## config.mk

```make
export PLATFORM = sky130hd
export DESIGN_NAME = timer_bank
export DESIGN_NICKNAME = d
export VERILOG_FILES = /design/src/rtl/timer_pkg.sv /design/src/rtl/timer_channel.sv /design/src/rtl/timer_bank.sv
export SDC_FILE = /design/constraint.sdc
export NUM_CORES = 1
export LEC_CHECK = 0
export ABC_CLOCK_PERIOD_IN_PS = 7700
export CAP_MARGIN = 20
export CORE_MARGIN = 2
export CORE_UTILIZATION = 59
export DETAILED_ROUTE_END_ITERATION = 10
export HOLD_SLACK_MARGIN = 0.03
export PLACE_DENSITY = 0.88
export SETUP_SLACK_MARGIN = 0.15
export SLEW_MARGIN = 0
export SYNTH_ARGS = -nofsm -noshare
export SYNTH_HDL_FRONTEND = slang
export SYNTH_SLANG_ARGS = --single-unit
```

## constraint.sdc

```tcl
create_clock -name clk -period 7.7 [get_ports clk]
set_clock_uncertainty 0.2 [all_clocks]
set_input_delay 1.54 -clock clk [delete_from_list [all_inputs] [get_ports clk]]
set_output_delay 1.54 -clock clk [all_outputs]
set_load 0.005 [all_outputs]
```

## src/rtl/timer_pkg.sv

```systemverilog
// Shared definitions for the multi-channel tick timer bank:
// command opcodes, tick divider and sub-counter width helpers.
`ifndef FREQUENCY
`define FREQUENCY 8000
`endif

package timer_pkg;

  typedef enum logic [1:0] {
    OP_START          = 2'd0,
    OP_START_PERIODIC = 2'd1,
    OP_CANCEL         = 2'd2,
    OP_PAUSE          = 2'd3
  } op_e;

  localparam int unsigned FREQ_HZ = `FREQUENCY;

  // Clock cycles per tick.
  function automatic int unsigned div_of(
    input int unsigned tick_hz
  );
    return FREQ_HZ / tick_hz;
  endfunction

  // Width of the cycles-within-tick counter.
  function automatic int unsigned sub_w(
    input int unsigned div
  );
    return (div <= 2) ? 1 : $clog2(div);
  endfunction

  // Channel select width, at least one bit.
  function automatic int unsigned ch_w(
    input int unsigned n
  );
    return (n <= 2) ? 1 : $clog2(n);
  endfunction

endpackage

```

## src/rtl/timer_channel.sv

```systemverilog
// One timer channel: tick down-counter with one-shot/periodic
// reload, cancel and pause.
// Ports: clk, rst, cmd_en/cmd_op/cmd_value in;
// free, expire (registered pulse), paused, count out.
module timer_channel
  import timer_pkg::*;
#(
  parameter int unsigned WIDTH = 16,
  parameter int unsigned DIV   = 8,
  parameter int unsigned SW    = 3
) (
  input  logic             clk,
  input  logic             rst,
  input  logic             cmd_en,
  input  op_e              cmd_op,
  input  logic [WIDTH-1:0] cmd_value,
  output logic             free,
  output logic             expire,
  output logic             paused,
  output logic [WIDTH-1:0] count
);

  localparam logic [SW-1:0] SUB_TOP = SW'(DIV - 1);

  logic [WIDTH-1:0] count_q, count_d;
  logic [WIDTH-1:0] period_q, period_d;
  logic [SW-1:0]    sub_q, sub_d;
  logic             periodic_q, periodic_d;
  logic             paused_q, paused_d;
  logic             expire_q, expire_d;
  logic             fire;

  always_comb begin
    count_d    = count_q;
    period_d   = period_q;
    sub_d      = sub_q;
    periodic_d = periodic_q;
    paused_d   = paused_q;
    fire       = 1'b0;

    if (count_q != '0 && !paused_q) begin
      if (sub_q != '0) begin
        sub_d = sub_q - SW'(1);
      end else if (count_q != WIDTH'(1)) begin
        count_d = count_q - WIDTH'(1);
        sub_d   = SUB_TOP;
      end else begin
        fire = 1'b1;
        if (periodic_q) begin
          count_d = period_q;
          sub_d   = SUB_TOP;
        end else begin
          count_d = '0;
        end
      end
    end

    expire_d = fire;

    // A command overrides this cycle's tick, including expiry.
    if (cmd_en) begin
      unique case (cmd_op)
        OP_START, OP_START_PERIODIC: begin
          expire_d   = 1'b0;
          paused_d   = 1'b0;
          periodic_d = 1'b0;
          if (cmd_value != '0) begin
            count_d = cmd_value;
            sub_d   = SUB_TOP;
            if (cmd_op == OP_START_PERIODIC) begin
              period_d   = cmd_value;
              periodic_d = 1'b1;
            end
          end else begin
            count_d = '0;
            sub_d   = '0;
          end
        end
        OP_CANCEL: begin
          expire_d   = 1'b0;
          count_d    = '0;
          sub_d      = '0;
          periodic_d = 1'b0;
          paused_d   = 1'b0;
        end
        OP_PAUSE: begin
          if (count_q != '0) begin
            paused_d = !paused_q;
            if (fire) begin
              count_d  = count_q;
              sub_d    = sub_q;
              expire_d = 1'b0;
            end
          end
        end
        default: ;
      endcase
    end
  end

  always_ff @(posedge clk or posedge rst) begin
    if (rst) begin
      count_q    <= '0;
      period_q   <= '0;
      sub_q      <= '0;
      periodic_q <= 1'b0;
      paused_q   <= 1'b0;
      expire_q   <= 1'b0;
    end else begin
      count_q    <= count_d;
      period_q   <= period_d;
      sub_q      <= sub_d;
      periodic_q <= periodic_d;
      paused_q   <= paused_d;
      expire_q   <= expire_d;
    end
  end

  assign free   = (count_q == '0);
  assign expire = expire_q;
  assign paused = paused_q;
  assign count  = count_q;

endmodule

```

## src/rtl/timer_bank.sv

```systemverilog
// Bank of CHANNELS independent tick timers sharing one command port.
// Ports: clk, rst, cmd_valid/cmd_ch/cmd_op/cmd_value, rd_ch in;
// rd_count (combinational), free, expire, paused out.
module timer_bank
  import timer_pkg::*;
#(
  parameter int unsigned CHANNELS = 4,
  parameter int unsigned WIDTH    = 16,
  parameter int unsigned TICK_HZ  = 1000
) (
  input  logic                         clk,
  input  logic                         rst,
  input  logic                         cmd_valid,
  input  logic [ch_w(CHANNELS)-1:0]    cmd_ch,
  input  logic [1:0]                   cmd_op,
  input  logic [WIDTH-1:0]             cmd_value,
  input  logic [ch_w(CHANNELS)-1:0]    rd_ch,
  output logic [WIDTH-1:0]             rd_count,
  output logic [CHANNELS-1:0]          free,
  output logic [CHANNELS-1:0]          expire,
  output logic [CHANNELS-1:0]          paused
);

  localparam int unsigned CW  = ch_w(CHANNELS);
  localparam int unsigned DIV = div_of(TICK_HZ);
  localparam int unsigned SW  = sub_w(DIV);

  logic [WIDTH-1:0] cnt [CHANNELS];

  for (genvar gi = 0; gi < CHANNELS; gi++) begin : g_ch
    timer_channel #(
      .WIDTH (WIDTH),
      .DIV   (DIV),
      .SW    (SW)
    ) u_ch (
      .clk       (clk),
      .rst       (rst),
      .cmd_en    (cmd_valid && cmd_ch == CW'(gi)),
      .cmd_op    (op_e'(cmd_op)),
      .cmd_value (cmd_value),
      .free      (free[gi]),
      .expire    (expire[gi]),
      .paused    (paused[gi]),
      .count     (cnt[gi])
    );
  end

  // Out-of-range rd_ch falls through to zero.
  always_comb begin
    rd_count = '0;
    for (int i = 0; i < CHANNELS; i++) begin
      if (rd_ch == CW'(i)) rd_count = cnt[i];
    end
  end

endmodule

```

== Word level (Yosys, flattened, before mapping) ==
Index checks and enable logic that the tools add are counted.

* Flip-flop bits (word level): 152
* Input bits: 25
* Output and inout port bits: 28
* Memories kept: 0
* Logic and storage cells: 201
* ROM bits: 0
* Bits in latches: 0
* Bits in writable memories: 0

* Eq/ne operators: 21
* Reduce and logical (&&, ||, !) cells: 43
* Add/subtract/negate cells: 8
* Order comparisons: 0
* Shifts and indexed selects: 0
* Divide/modulo/power cells: 0
* Bitwise gates (word level): 0
* Multiply operators: 0
* Mux-type cells: 105

{| class="wikitable"
|+ Operators by type and width
! cell !! number
|-
| two-way mux 16 bit || 33
|-
| one-hot mux 16 bit (3 select lines) || 4
|-
| two-way mux 3 bit || 29
|-
| nonzero test 16 bit || 5
|-
| logical NOT 16 bit || 4
|-
| != test 16 x 1 -> 1 bit, second input constant || 4
|-
| subtractor 16 x 1 -> 16 bit, second input constant || 4
|-
| one-hot mux 3 bit (3 select lines) || 4
|-
| two-way mux 1 bit || 26
|-
| one-hot mux 1 bit (2 select lines) || 9
|-
| != test 4 bit, second input constant || 4
|-
| AND reduction 2 bit || 8
|-
| AND reduction 4 bit || 4
|-
| == test 2 bit, second input constant || 6
|-
| nonzero test 3 bit || 4
|-
| subtractor 3 x 1 -> 3 bit, second input constant || 4
|-
| logical AND 1 bit || 8
|-
| != test 2 x 1 -> 1 bit, second input constant || 4
|-
| == test 2 x 1 -> 1 bit, second input constant || 3
|-
| logical NOT 2 bit || 3
|-
| logical NOT 1 bit || 4
|-
| OR reduction 3 bit || 1
|-
| nonzero test 2 bit || 1
|-
| OR reduction 2 bit || 1
|}

== Depth between registers and ports, before layout ==
Gate-level depths: netlist of run 1.

* Word-level depth: 8
* Depth in mapped cells: 10
* Gate-level depth less buffers: 8

== Hierarchy ==
From an unflattened synthesis of run 1, not the netlist that was laid out.

* Cells, all modules: 1045
* Area total of the unflattened synthesis: 9841.9 um^2

{| class="wikitable"
|+ By module, submodules not included
! module !! sequential area each (um^2) !! instances !! area an instance (um^2) !! cells each
|-
| timer_channel at g_ch[2].u_ch ... || 950.9 || 2 || 2377.3 || 259
|-
| timer_channel at g_ch[0].u_ch || 950.9 || 1 || 2326.0 || 251
|-
| timer_channel at g_ch[1].u_ch || 950.9 || 1 || 2306.0 || 252
|-
| timer_bank || 0.0 || 1 || 455.4 || 24
|}

== Least setup slack after synthesis of run 1 ==
Ideal clock, no wire load.

* Path type: input-to-output
* Start: input rd_ch[0]
* End: output rd_count[10]
* Data required time: 5.960 ns
* Arrival time: 2.947 ns
* Path buffers: 2
* Path slack: 3.013 ns
* Cell stages on the path: 3
* Cell sequence: clkbuf_1 > buf_1 > mux4_2

* Longest elaborated chain between the ends: 5
* Elaborated cells on any way between the ends: 8
* Classes of those cells: eq/ne (3); mux (4); reduce/logical (1)

{| class="wikitable"
|+ RTL lines
! what !! line !! source
|-
| start, declared || timer_bank.sv:17 || <nowiki>input logic [ch_w(CHANNELS)-1:0] rd_ch,</nowiki>
|-
| logical NOT 2 bit || timer_bank.sv:52 || <nowiki>if (rd_ch == CW'(i)) rd_count = cnt[i];</nowiki>
|-
| two-way mux 16 bit (3 in series) || timer_bank.sv:52 ||
|-
| two-way mux 16 bit (*) || timer_bank.sv:52 ||
|-
| end, declared || timer_bank.sv:18 || <nowiki>output logic [WIDTH-1:0] rd_count,</nowiki>
|}

Every way passes the cells marked *; elsewhere a longest branch is shown, timed or not.

== Worst setup path after layout of run 1 ==
* Start: input rd_ch[1]
* End: output rd_count[8]

The elaborated chain is that of the path after synthesis.

==> results.tsv, run 1 <==
metric	value	unit
status	complete, no violations	
FF+latch area	0.003804	mm²
Post-Route Setup TNS	0	ns
DRT iter0 DRCs	1733	
htree depth	4	
Worst-Skew Late Latency	0.45	ns
warnings from Yosys	0	
Critical Path Start Type	primary input	
die width	133.4	µm
sequential share of the synthesized area	38.52	%
worst path required time	5.96	ns
global route overflow	0	
Post-Synthesis Cells	1070	
syn nets	1111	
Routed wire per std cell	24.24	µm
# rows	47	
worst-margin pin slew	1.140	ns
fin crit share	71.49	%
Leak	0.004312	µW
RSZ-0062 raised after global routing	no	
# Post-CTS Setup Buffers	0	
worst-case clock buffer depth	2	
Pwr Density	348.3	mW/mm²
clock root cell	clkbuf_16	
most frequent cells in the layout	152 x dfrtp_1, 113 x a21oi_1, 110 x nand2_1	
Vias	9420	
Vias per Instance	7.314	
Layout fillers	1296	
setup ws final	2.195	ns
Die Area	0.01778	mm²
n_diodes	0	
fin crit period	5.505	ns
Die Height	133.4	µm
nets@finish	1097	
HPWL Detailed	20.80	mm
Synth cell types	85	
largest family of logic cells by synthesized area	compound AO/OA/AOI/OAI gates	
mux cell area share after synthesis	11.05	%
global-route usage over all layers	35.56	%
Area Overhead vs Synth	10.52	%
clock slew at reported path FFs	0.06	ns
First-pass DRT Iterations	11	
Worst IR Drop VDD	0.2196	mV
Synth area leader	dfrtp_1	
critical path type	in2out	
Final GP Congestion	0.9813	
Detail Route Antenna Nets	0	
Hold Crit Class	reg2reg	
Setup WS pre-CTS	2.052	ns
largest net degree at the start of global routing	97	
worst rel slew slack	23.86	%
layout cells sized above 1	12.08	%
Post-synth EDFFs	0	
Synth Area in Simple Gates	20.76	%
clock tree from TritonCTS	done	
#FFs+latches synth	152	
post-cts sizing count	0	
DRC errors left	0	
Initial Util	59.96	%
num ports	53	
maxcap violations	0	
Fin. Hold Viols	0	
final setup fails	0	
clk sinks	152	
CTS Hold Bufs	0	
Synth Area in XOR/XNOR	0.7097	%
ys flop type	dfrtp_1	
Port Buf Inserts	52	
Slew Limit Fails	0	
arrival time worst endpoint	3.76	ns
first-pass GRT wire length	49.20	mm
Total Wirelength	31.22	mm
via count of the first global-routing pass	8961	
top post-synthesis cells by area	dfrtp_1 39%, a21oi_1 5.7%, nand2_1 4.2%	
commonest non-fill, non-tap cell in the layout	dfrtp_1	
highest clock rate	181.7	MHz
async set-reset flop share out of synthesis	100.0	%
Synth Cell Area	0.009873	mm²
initial antenna violation count	0	
Core Box Area	0.01647	mm²
post-synthesis compound-gate area fraction	21.02	%
crit path max fanout	16	
number of buffers created by CTS	17	
Mean Syn Cell Area	9.227	µm²
Adder-Cell Fraction of Synth Area	2.028	%
Critical Path Sink Type	output pin	
Yosys top cell area share	38.52	%
area of the multi-input gates	0.005504	mm²
==> final timing paths <==
path / end / startpoint / depth (start not counted) / slack [ns]
max: rd_count[8] / rd_ch[1] / 3 / 2.20
min: g_ch[2].u_ch.period_q[3] / g_ch[2].u_ch.period_q[3] / 1 / 0.29
max reg2reg: g_ch[2].u_ch.count[13] / g_ch[2].u_ch.count[5] / 6 / 4.22
min reg2reg: g_ch[2].u_ch.period_q[3] / g_ch[2].u_ch.period_q[3] / 1 / 0.29
max in group asynchronous: g_ch[1].u_ch.paused / rst / 3 / 4.54
min in group asynchronous: g_ch[0].u_ch.period_q[0] / rst / 2 / 1.46
==> per-stage QoR <==
step           util, %  total power (µW)  std cells  hold WS, ns  area [µm²]
2_1_floorplan        -              2389       1070       0.2541        9873
5_1_grt          66.27              3984       1288       0.3127       10910
3_5_place_dp     62.44              2854       1256       0.2813       10280
4_1_cts          66.18              3737       1287       0.2966       10900
3_3_place_gp     62.44              2800       1256       0.2742       10280
6_report         66.27              3801       1288       0.2945       10910
==> kinds of logic (layout without fill, tap and decap cells) <==
| kind of cell | Yosys count | in the layout |
|---|---|---|
| multiplexers | 81 | 81 |
| XOR/XNOR | 8 | 8 |
| AND/OR/NAND/NOR | 378 | 378 |
| AO/OA/AOI/OAI | 312 | 312 |
| adder cells (fa/ha/maj) | 16 | 16 |
| buffers and inverters | 123 | 121 |
| flip-flops | 152 | 152 |
==> cell usage after synthesis, types with 16 or more instances <==
cell type,instances
a21oi_1,113
inv_1,27
a31oi_1,21
nor2_1,70
nand4_1,16
o21ai_0,38
nand3_1,44
buf_2,18
clkbuf_1,48
mux4_2,16
mux2_1,36
dfrtp_1,152
ha_1,16
mux2_2,28
nand2_1,110
nor3_1,29
==> critical path, stage by stage <==
cell	delay [ns]
clkdlybuf4s50_1	1.15
mux4_2	0.60
clkdlybuf4s50_1	0.47
==> metal layers <==
layer  track usage [%]  part of all wire, %  vias to the layer above
met5                 0                    0                        -
met4             18.32                  5.9                        0
met3             9.361                   12                      174
met2             55.04                   45                      747
met1             46.33                   37                     4504
li1                  -                    -                     3995
==> flip-flops by register name, indices dropped and copies added, names as in the netlist <==
signal                cells
g_ch.u_ch.period_q       64
g_ch.u_ch.count          64
g_ch.u_ch.sub_q          12
g_ch.u_ch.expire          4
g_ch.u_ch.periodic_q      4
g_ch.u_ch.paused          4
==> final cells by class <==
class,instances,share of cell area (%)
Multi-Input combinational cell,795,50.44
Sequential cell,152,34.86
Timing Repair Buffer,62,5.527
Clock buffer,23,4.564
Tap cell,220,2.523
Clock inverter,8,1.078
Inverter,28,1.009
==> power breakdown <==
part	leakage (µW)	internal (µW)	switching (µW)	total [µW]
clock network	0.000305	548	340	888
registers	0.00190	1050	447	1490
logic	0.00211	647	772	1420
total	0.00431	2240	1560	3800
Note: power is estimated with default switching activity, not from simulation.
==> run 2, diff against run 1 <==
Settings changed: ABC_CLOCK_PERIOD_IN_PS 7700 to 5300.
Clock period 7.7 ns to 5.3 ns, I/O delays scaled along.
==> run 2 against run 1 <==
Critical path depth grew 3; wire length shrank 0.17%; clock-buffer cell count grew 1; worst setup slack worse by 1.3 ns; design area rose by 1.0%; sequential share of layout area decreased by 0.35 points; via count decreased by 0.19%; critical endpoint is now free[3]; non-clock buffer count is 14 higher; sequential power up 46%; register-to-register slack got worse by 2.4 ns.
==> results.tsv, run 2 (synthesis results as in run 1) <==
metric	value	unit	change
dpl cell area	0.01040	mm²	was 0.01028 mm²
fin area	0.01102	mm²	was 0.01091 mm²
commonest non-fill, non-tap cell in the layout	dfrtp_1		unchanged
die width	133.4	µm	unchanged
clock tree from TritonCTS	done		unchanged
clk sinks	152		unchanged
RSZ-0062 raised after global routing	no		unchanged
hold_sp	g_ch[1].u_ch.sub_q[0]		was g_ch[2].u_ch.period_q[3]
First-pass DRT Iterations	9		was 11
Total Wirelength	31.16	mm	was 31.22 mm
nets@finish	1111		was 1097
first-pass GRT wire length	49.12	mm	was 49.20 mm
CTS Hold Bufs	0		unchanged
FF+latch area	0.003804	mm²	unchanged
Leak	0.004369	µW	was 0.004312 µW
Worst IR Drop VDD	0.3029	mV	was 0.2196 mV
Routed wire per std cell	23.93	µm	was 24.24 µm
Detail Route Antenna Nets	0		unchanged
fin crit period	4.363	ns	
worst rel slew slack	25.62	%	was 23.86%
global-route usage over all layers	35.56	%	about the same
crit path from	g_ch[3].u_ch.count[0]		was rd_ch[1]
FF-to-FF Start	g_ch[1].u_ch.count[4]		was g_ch[2].u_ch.count[5]
via count of the first global-routing pass	9027		was 8961
CP Cell Sequence	inv_1 > ha_1 > or3b_2 > or4_4 > nor2_2 > clkdlybuf4s50_1		was clkdlybuf4s50_1 > mux4_2 > clkdlybuf4s50_1
critical path type	reg2out		was in2out
DRC errors left	0		unchanged
n_diodes	0		unchanged
final core occ	66.94	%	was 66.27%
DRT iter0 DRCs	1399		was 1733
Critical Path Start Type	flop		was primary input
Post-Route Setup TNS	0	ns	unchanged
Die Area	0.01778	mm²	unchanged
Register-to-Register Setup Slack	1.86	ns	was 4.22 ns
largest net degree at the start of global routing	96		was 97
Critical Path Sink Type	output pin		unchanged
htree depth	4		unchanged
fin crit share	82.32	%	
slowest cell delay on critical path	0.55	ns	was 1.15 ns
capturing point of the worst reg2reg path	g_ch[1].u_ch.count[0]		was g_ch[2].u_ch.count[13]
clock slew at reported path FFs	0.06	ns	about the same
Port Buf Inserts	52		unchanged
Hold Crit Class	reg2reg		unchanged
Area Overhead vs Synth	11.63	%	was 10.52%
post-cts sizing count	0		unchanged
num ports	53		unchanged
final setup fails	0		unchanged
layout cells sized above 1	13.12	%	was 12.08%
critical path endpoint	free[3]		was rd_count[8]
Worst-Skew Late Latency	0.44	ns	was 0.45 ns
Initial Util	59.96	%	unchanged
slowest cell on the critical path	clkdlybuf4s50_1		unchanged
worst-margin pin slew	1.113	ns	was 1.140 ns
# rows	47		unchanged
# Post-CTS Setup Buffers	0		unchanged
WHS	0.2757	ns	was 0.2945 ns
Vias	9402		was 9420
highest clock rate	229.2	MHz	
arrival time worst endpoint	3.10	ns	was 3.76 ns
most frequent cells in the layout	152 x dfrtp_1, 113 x a21oi_1, 110 x nand2_1		unchanged
Core Box Area	0.01647	mm²	unchanged
reg2reg path depth	7		was 6
area of the multi-input gates	0.005504	mm²	unchanged
clock root cell	clkbuf_16		unchanged
Layout fillers	1284		was 1296
global route overflow	0		unchanged
Die Height	133.4	µm	unchanged
worst-case clock buffer depth	2		unchanged
initial antenna violation count	0		unchanged
HPWL Detailed	20.85	mm	was 20.80 mm
Pwr Density	504.1	mW/mm²	was 348.3 mW/mm²
crit path max fanout	8		was 16
number of buffers created by CTS	17		unchanged
total design power	5557	µW	was 3801 µW
Fin. Hold Viols	0		unchanged
status	complete, no violations		unchanged
Vias per Instance	7.221		was 7.314
worst path required time	4.04	ns	was 5.96 ns
Slew Limit Fails	0		unchanged
maxcap violations	0		unchanged
Final GP Congestion	1.010		was 0.9813
run 2: layer usage:
metal	part of all wire, %	wire length (µm)	global-route usage, %	vias to the layer above
li1	-	-	-	4031
met1	37	11390	46.35	4365
met2	44	13580	53.21	800
met3	13	4016	9.893	206
met4	7.0	2183	20.98	0
met5	0	0	1.111	-
run 2: metrics by stage:
step	worst slack, ns	std cells
global route	0.8451	1302
detailed placement	1.127	1270
CTS	0.9995	1301
finish	0.9372	1302
floorplan	1.573	1070
global placement	1.140	1270
run 2: how the worst min path moves through the flow:
stage	end	slack, ns	cells past startpoint
after floorplan	g_ch[1].u_ch.sub_q[0]	0.25	1
after global placement	g_ch[0].u_ch.period_q[7]	0.27	1
after detailed placement	g_ch[1].u_ch.sub_q[0]	0.28	1
after CTS	g_ch[1].u_ch.sub_q[0]	0.29	1
after global routing	g_ch[2].u_ch.period_q[3]	0.30	1
final	g_ch[1].u_ch.sub_q[0]	0.28	1
run 2: layout make-up:
class                      count  area share [%]
multi-input combinational    795           49.94
inverter                      28          0.9876
timing repair buffer          76           6.471
sequential                   152           34.51
clock buffer                  24           4.552
tap                          220           2.497
clock inverter                 7           1.044
run 2: power breakdown:
part           switching, µW  total [µW]  internal [µW]  leakage [µW]
Sequential               651        2170           1520       0.00190
Clock                    486        1290            799      0.000298
Combinational           1150        2100            955       0.00217
run 2: critical path: cells and delay by family, from the launching register on:
family,cells,cell delay [ns]
simple gates,3,1.20
buf+inv,2,0.68
flops,1,0.45
fa+ha+maj,1,0.35
